`src/rtl/dmem_host_port_if.sv`:
```
// Host-link and DatMem port bundle for dmem_host_port.
// slave = the port block itself; master = host link plus the memory it fronts.
interface dmem_host_port_if #(
    parameter int AW = 8,
    parameter int DW = 8
);
    logic          in_valid;
    logic          in_ready;
    logic [DW-1:0] in_data;
    logic          out_valid;
    logic          out_ready;
    logic [DW-1:0] out_data;
    logic          mem_sel;
    logic          mem_wen;
    logic [AW-1:0] mem_addr;
    logic [DW-1:0] mem_wdat;
    logic [DW-1:0] mem_rdat;

    modport slave (
        input  in_valid, in_data, out_ready, mem_rdat,
        output in_ready, out_valid, out_data, mem_sel, mem_wen, mem_addr, mem_wdat
    );

    modport master (
        output in_valid, in_data, out_ready, mem_rdat,
        input  in_ready, out_valid, out_data, mem_sel, mem_wen, mem_addr, mem_wdat
    );
endinterface

```
`src/rtl/dmem_host_port.sv`:
```
// Loads a DatMem block from the host, runs the core until Done/timeout, then drains a result window.
// Latency: load write same cycle as handshake; drain has one entry cycle, then one byte per cycle.
// Backpressure: in_ready only in LOAD; the drain output register holds steady while out_ready is low.
module dmem_host_port #(
    parameter int AW        = 8,
    parameter int DW        = 8,
    parameter int LOAD_BASE = 0,
    parameter int LOAD_LEN  = 64,
    parameter int RES_BASE  = 64,
    parameter int RES_LEN   = 64,
    parameter int TIMEOUT   = 4096
) (
    input  logic              Clk,
    input  logic              Reset,
    input  logic              start,
    dmem_host_port_if.slave   bus,
    output logic              cpu_reset,
    input  logic              cpu_done,
    output logic              busy,
    output logic              done,
    output logic              timeout,
    output logic [15:0]       run_cycles
);
    localparam int MAXLEN = (LOAD_LEN > RES_LEN) ? LOAD_LEN : RES_LEN;
    localparam int CW     = (MAXLEN > 0) ? $clog2(MAXLEN + 1) : 1;
    localparam logic [CW-1:0] LOAD_LAST = CW'(LOAD_LEN - 1);
    localparam logic [CW-1:0] RES_END   = CW'(RES_LEN);

    typedef enum logic [2:0] {S_IDLE, S_LOAD, S_RUN, S_DRAIN, S_FIN} state_t;

    state_t        state, state_nxt;
    logic [CW-1:0] cnt, cnt_nxt;
    logic [15:0]   run_nxt;
    logic          tmo_q, tmo_nxt;
    logic          ov_q, ov_nxt;
    logic [DW-1:0] od_q, od_nxt;
    logic [AW-1:0] load_addr, res_addr;
    logic          done_seen, expire;

    assign load_addr = AW'(LOAD_BASE) + AW'(cnt);
    // While draining, cnt already points at the byte after the one held in od_q.
    assign res_addr  = AW'(RES_BASE) + AW'(cnt);
    assign done_seen = cpu_done && (run_cycles != 16'd0);
    assign expire    = (TIMEOUT != 0) && ((32'(run_cycles) + 32'd1) == 32'(TIMEOUT));

    assign bus.out_valid = ov_q;
    assign bus.out_data  = od_q;
    assign timeout       = tmo_q;

    always_comb begin
        state_nxt    = state;
        cnt_nxt      = cnt;
        run_nxt      = run_cycles;
        tmo_nxt      = tmo_q;
        ov_nxt       = ov_q;
        od_nxt       = od_q;
        bus.in_ready = 1'b0;
        bus.mem_sel  = 1'b0;
        bus.mem_wen  = 1'b0;
        bus.mem_addr = '0;
        bus.mem_wdat = bus.in_data;
        cpu_reset    = 1'b1;
        busy         = 1'b0;
        done         = 1'b0;
        case (state)
            S_IDLE, S_FIN: begin
                done = (state == S_FIN);
                if (start) begin
                    cnt_nxt   = '0;
                    tmo_nxt   = 1'b0;
                    run_nxt   = 16'd0;
                    state_nxt = (LOAD_LEN == 0) ? S_RUN : S_LOAD;
                end
            end
            S_LOAD: begin
                busy         = 1'b1;
                // Gated by Reset so a reset cycle never lands a write in DatMem.
                bus.in_ready = Reset;
                bus.mem_addr = load_addr;
                bus.mem_wen  = bus.in_valid && Reset;
                if (bus.in_valid) begin
                    cnt_nxt = cnt + 1'b1;
                    if (cnt == LOAD_LAST) begin
                        cnt_nxt   = '0;
                        state_nxt = S_RUN;
                    end
                end
            end
            S_RUN: begin
                busy        = 1'b1;
                bus.mem_sel = 1'b1;
                cpu_reset   = 1'b0;
                run_nxt     = (run_cycles == 16'hFFFF) ? run_cycles : run_cycles + 16'd1;
                if (done_seen || expire) begin
                    tmo_nxt   = !done_seen;
                    cnt_nxt   = '0;
                    state_nxt = (RES_LEN == 0) ? S_FIN : S_DRAIN;
                end
            end
            S_DRAIN: begin
                busy         = 1'b1;
                bus.mem_addr = res_addr;
                if (!ov_q) begin
                    od_nxt  = bus.mem_rdat;
                    ov_nxt  = 1'b1;
                    cnt_nxt = cnt + 1'b1;
                end else if (bus.out_ready) begin
                    if (cnt == RES_END) begin
                        ov_nxt    = 1'b0;
                        state_nxt = S_FIN;
                    end else begin
                        od_nxt  = bus.mem_rdat;
                        cnt_nxt = cnt + 1'b1;
                    end
                end
            end
            default: state_nxt = S_IDLE;
        endcase
    end

    always_ff @(posedge Clk) begin
        if (!Reset) begin
            state      <= S_IDLE;
            cnt        <= '0;
            run_cycles <= 16'd0;
            tmo_q      <= 1'b0;
            ov_q       <= 1'b0;
            od_q       <= '0;
        end else begin
            state      <= state_nxt;
            cnt        <= cnt_nxt;
            run_cycles <= run_nxt;
            tmo_q      <= tmo_nxt;
            ov_q       <= ov_nxt;
            od_q       <= od_nxt;
        end
    end
endmodule

```
`src/flat_wrapper.sv`:
```
// flat-port wrapper written by rule: the top's interface ports become plain ports
module dmem_host_port_flat 
#(
    parameter int AW        = 8,
    parameter int DW        = 8,
    parameter int LOAD_BASE = 0,
    parameter int LOAD_LEN  = 64,
    parameter int RES_BASE  = 64,
    parameter int RES_LEN   = 64,
    parameter int TIMEOUT   = 4096
)
  (Clk, Reset, start, cpu_reset, cpu_done, busy, done, timeout, run_cycles, bus_in_valid, bus_in_data, bus_out_ready, bus_mem_rdat, bus_in_ready, bus_out_valid, bus_out_data, bus_mem_sel, bus_mem_wen, bus_mem_addr, bus_mem_wdat);
  dmem_host_port_if #(.AW(AW), .DW(DW)) bus_i ();
  input  logic Clk;
  input  logic Reset;
  input  logic start;
  output logic cpu_reset;
  input  logic cpu_done;
  output logic busy;
  output logic done;
  output logic timeout;
  output logic [15:0] run_cycles;
  input wire logic [$bits(bus_i.in_valid)-1:0] bus_in_valid;
  input wire logic [$bits(bus_i.in_data)-1:0] bus_in_data;
  input wire logic [$bits(bus_i.out_ready)-1:0] bus_out_ready;
  input wire logic [$bits(bus_i.mem_rdat)-1:0] bus_mem_rdat;
  output wire logic [$bits(bus_i.in_ready)-1:0] bus_in_ready;
  output wire logic [$bits(bus_i.out_valid)-1:0] bus_out_valid;
  output wire logic [$bits(bus_i.out_data)-1:0] bus_out_data;
  output wire logic [$bits(bus_i.mem_sel)-1:0] bus_mem_sel;
  output wire logic [$bits(bus_i.mem_wen)-1:0] bus_mem_wen;
  output wire logic [$bits(bus_i.mem_addr)-1:0] bus_mem_addr;
  output wire logic [$bits(bus_i.mem_wdat)-1:0] bus_mem_wdat;
  assign bus_i.in_valid = bus_in_valid;
  assign bus_i.in_data = bus_in_data;
  assign bus_i.out_ready = bus_out_ready;
  assign bus_i.mem_rdat = bus_mem_rdat;
  assign bus_in_ready = bus_i.in_ready;
  assign bus_out_valid = bus_i.out_valid;
  assign bus_out_data = bus_i.out_data;
  assign bus_mem_sel = bus_i.mem_sel;
  assign bus_mem_wen = bus_i.mem_wen;
  assign bus_mem_addr = bus_i.mem_addr;
  assign bus_mem_wdat = bus_i.mem_wdat;
  dmem_host_port #(.AW(AW), .DW(DW), .LOAD_BASE(LOAD_BASE), .LOAD_LEN(LOAD_LEN), .RES_BASE(RES_BASE), .RES_LEN(RES_LEN), .TIMEOUT(TIMEOUT)) u_core (.Clk(Clk), .Reset(Reset), .start(start), .bus(bus_i), .cpu_reset(cpu_reset), .cpu_done(cpu_done), .busy(busy), .done(done), .timeout(timeout), .run_cycles(run_cycles));
endmodule
```
`config.mk`:
```
export PLATFORM = sky130hd
export DESIGN_NAME = dmem_host_port_flat
export DESIGN_NICKNAME = d
export VERILOG_FILES = /design/src/rtl/dmem_host_port_if.sv /design/src/rtl/dmem_host_port.sv /design/src/flat_wrapper.sv
export SDC_FILE = /design/constraint.sdc
export NUM_CORES = 1
export LEC_CHECK = 0
export ABC_AREA = 1
export BUFFER_PORTS_ARGS = -buffer_cell sky130_fd_sc_hd__buf_4
export CAP_MARGIN = 0
export CORE_MARGIN = 2
export CORE_UTILIZATION = 52
export CTS_CLUSTER_SIZE = 10
export DETAILED_ROUTE_END_ITERATION = 6
export GPL_ROUTABILITY_DRIVEN = 0
export HOLD_SLACK_MARGIN = 0.02
export PLACE_DENSITY_LB_ADDON = 0.25
export SLEW_MARGIN = 20
export SYNTH_ARGS = -nofsm -noshare
export SYNTH_HDL_FRONTEND = slang
export SYNTH_SLANG_ARGS = --single-unit
```
`constraint.sdc`:
```
create_clock -name Clk -period 2.3 [get_ports Clk]
set_input_delay 0.115 -clock Clk [delete_from_list [all_inputs] [get_ports Clk]]
set_output_delay 0.115 -clock Clk [all_outputs]
set_load 0.1 [all_outputs]
```
==> qor.txt <==
Fin crit share: 89.0%
Logic gate share of total power: 56.1%
Diodes inserted: 0
First-pass GRT wire length: 9380 µm
Root buf cell: clkbuf_8
Max_cap viols: 0
Routed Antenna Nets: 0
Post-DP HPWL: 4370 µm
Initial drt markers: 163
Area Overhead vs Synth: 23.3%
Fin crit period: 2.05 ns
Worst vdd ir: 0.859 mV
Yosys reg bits: 36
Vias in the first global route: 2,187
Slew @ Worst Pin: 0.529 ns
Yosys warnings: 0
Crit Path Max Fanout: 11
Post-synth ARST share: 0%
Final setup fails: 0
Startpoint class of the critical path: flip-flop
Final core utilization: 65.7%
Power Density: 1100 nW/µm²
DR vias: 2,497
WP data arrival: 2.22 ns
I/O pin count: 70
Hold Crit Class: in -> reg
TritonCTS clock tree: built
Highest Clock Rate: 489 MHz
Critical path, cell by cell: ha_1 > nand2_1 > nor2_4 > nand2_2 > nor2_2 > nand2_1 > nand2_1 > nand3_1 > nor2_1 > nand2_1 > nand2_4 > nand3_4 > nor2_1 > nor2_1
Port bufs: 53
Latest clock arrival within the worst-skew pair: 0.28 ns
Largest net degree at the start of global routing: 25
Initial antenna violation count: 0
Top-count cell post-synth: nand2_1
Clock power share: 17.6%
CP max stage cell: dfxtp_2
Post-synth EDFFs: 0
Share of cells above drive strength 1: 20.5%
Clk pin slew, worst setup/hold paths: 0.08 ns
Post-Syn Instances: 370
Placed Cells: 464
Final Hold Vio Count: 0
CP max stage delay: 0.39 ns
Synth top area share: 31.3%
Critical path buffers and inverters: 0
Routed len/inst: 12.1 µm
Final Instance Count excl. Fillers: 472
Clock buffer depth: 2
Drt total wl: 5730 µm
Crit path top cell by count: nand2_1
WS Path Type: reg -> reg
CTS Buf Count: 5
Total power: 3120 µW
Fillcell total: 398
Leak pwr: 0.00126 µW
Post-CTS Hold Fix Bufs: 0
Starting Density: 53.2%
Post-Syn Nets: 397
Max-slew headroom: 64.6%
Die X: 70.5 µm
Worst setup EP type: flip-flop
RSZ-0062 raised after global routing: false
Final #Nets: 446
Rows: 24
Max-slew violations: 0
Drt first pass iters: 5
Num Clock Sinks: 36
Post-synthesis area per instance: 6.22 µm²
Die footprint: 4980 µm²
Int Power: 1440 µW
Vias per Instance: 5.29
CP delay by family, top: simple AND/OR/NAND/NOR gates
Seq/Total Area, Yosys: 31.3%
Core Footprint: 4320 µm²
Synth area leaders: dfxtp_1 31%, nand2_1 15%, nor2_1 10%
Reg power frac: 26.2%
Remaining DRCs: 0
Synth cell count leaders: 90 x nand2_1, 64 x nor2_1, 43 x inv_1
Clock skew: 0.00875 ns
GRT Total Usage: 23.2%
Area after DPL: 2710 µm²
Fin Hold WS: 0.0522 ns
Required time worst endpoint: 2.48 ns
Total grt overflow: 0
Post-CTS setup buffer count: 0
Post-CTS Resized: 0
Net Switching: 1680 µW
Biggest area consumer among synthesized cells: dfxtp_1
DIE HEIGHT: 70.5 µm
Synthesized cell area: 2300 µm²
Switching part of the total power: 53.9%
Status: complete, no violations
Finished Cell Area: 2840 µm²
Synth unique cells: 29
Top_reg_cell synth: dfxtp_1
H-tree Lvls: 2
placed cells by master (no fill, tap or decap), types with 2 or more instances in the layout:
cell / Yosys / final
a21oi_1: 23 / 23
a22oi_1: 3 / 3
buf_4: 9 / 56
clkbuf_8: 0 / 5
dfxtp_1: 36 / 34
dfxtp_2: 0 / 2
ha_1: 5 / 5
inv_1: 43 / 43
nand2_1: 90 / 90
nand2_2: 6 / 5
nand3_1: 24 / 24
nand4_1: 14 / 14
nor2_1: 64 / 62
nor2_2: 4 / 4
nor2_4: 3 / 5
nor3_1: 8 / 7
o21ai_0: 17 / 16
o21ai_1: 2 / 2
xor2_1: 4 / 4
power groups by stage:
stage / Sequential [µW] / Combinational, µW / Clock, µW
2_1_floorplan: 1250 / 1030 / 0
3_3_place_gp: 828 / 1720 / 0
3_5_place_dp: 830 / 1730 / 0
4_1_cts: 818 / 1740 / 562
5_1_grt: 834 / 1870 / 588
6_report: 819 / 1750 / 550
final cells by class:
| cell class | count | area (µm²) | area share (%) |
|---|---|---|---|
| clock inverter | 2 | 35.0 | 1.23 |
| inverter | 45 | 169 | 5.95 |
| tap | 52 | 65.1 | 2.29 |
| clock buffer | 6 | 72.6 | 2.56 |
| timing repair buffer | 56 | 420 | 14.8 |
| multi-input combinational | 275 | 1350 | 47.7 |
| sequential | 36 | 723 | 25.5 |
tightest hold or removal path: stages:
cell    delay [ns]
buf_4         0.08
nor2_1        0.04
nor2_1        0.08
sequential cells by signal, indices dropped and copies added (netlist names):
name                  flops
u_core.run_cycles        16
u_core.bus.out_data       8
u_core.cnt                7
u_core.state              3
u_core.bus.out_valid      1
u_core.timeout            1
cell families (layout without fill, tap and decap cells):
logic type | count (synthesis) | in the layout | share of synthesized area [%]
AND/OR/NAND/NOR | 218 | 218 | 41.8
buffers and inverters | 59 | 109 | 11.5
AO/OA/AOI/OAI | 47 | 47 | 10.8
flip-flops | 36 | 36 | 31.3
adder cells (fa/ha/maj) | 5 | 5 | 2.72
XOR/XNOR | 5 | 5 | 1.90
layer usage:
layer / vias up / wire [µm] / track usage, %
met5: - / 0 / 0
met4: 0 / 29 / 6.50
met3: 4 / 305 / 4.84
met2: 81 / 2890 / 41.1
met1: 1137 / 2500 / 28.6
li1: 1275 / - / -
path summary, 6_finish.rpt:
check,from,endpoint,slack [ns],cells after the start
worst max-delay path,u_core.run_cycles[1]$_SDFFE_PN0P_,u_core.cnt[4]$_SDFFE_PN0P_,0.25,14
worst min-delay path,bus_mem_rdat[1],u_core.bus.out_data[1]$_SDFFE_PN0P_,0.05,3
worst min register to register,u_core.timeout$_SDFFE_PN0P_,u_core.timeout$_SDFFE_PN0P_,0.47,2
worst max register to register,u_core.run_cycles[1]$_SDFFE_PN0P_,u_core.cnt[4]$_SDFFE_PN0P_,0.25,14
through the flow:
step | worst slack [ns] | TNS [ns]
after detailed placement | 0.104 | 0
after CTS | 0.0744 | 0
after global placement | 0.183 | 0
after global routing | 0.00262 | 0
after floorplan | -0.280 | -5.98
final | 0.254 | 0
Note: power is estimated with default switching activity, not from simulation.
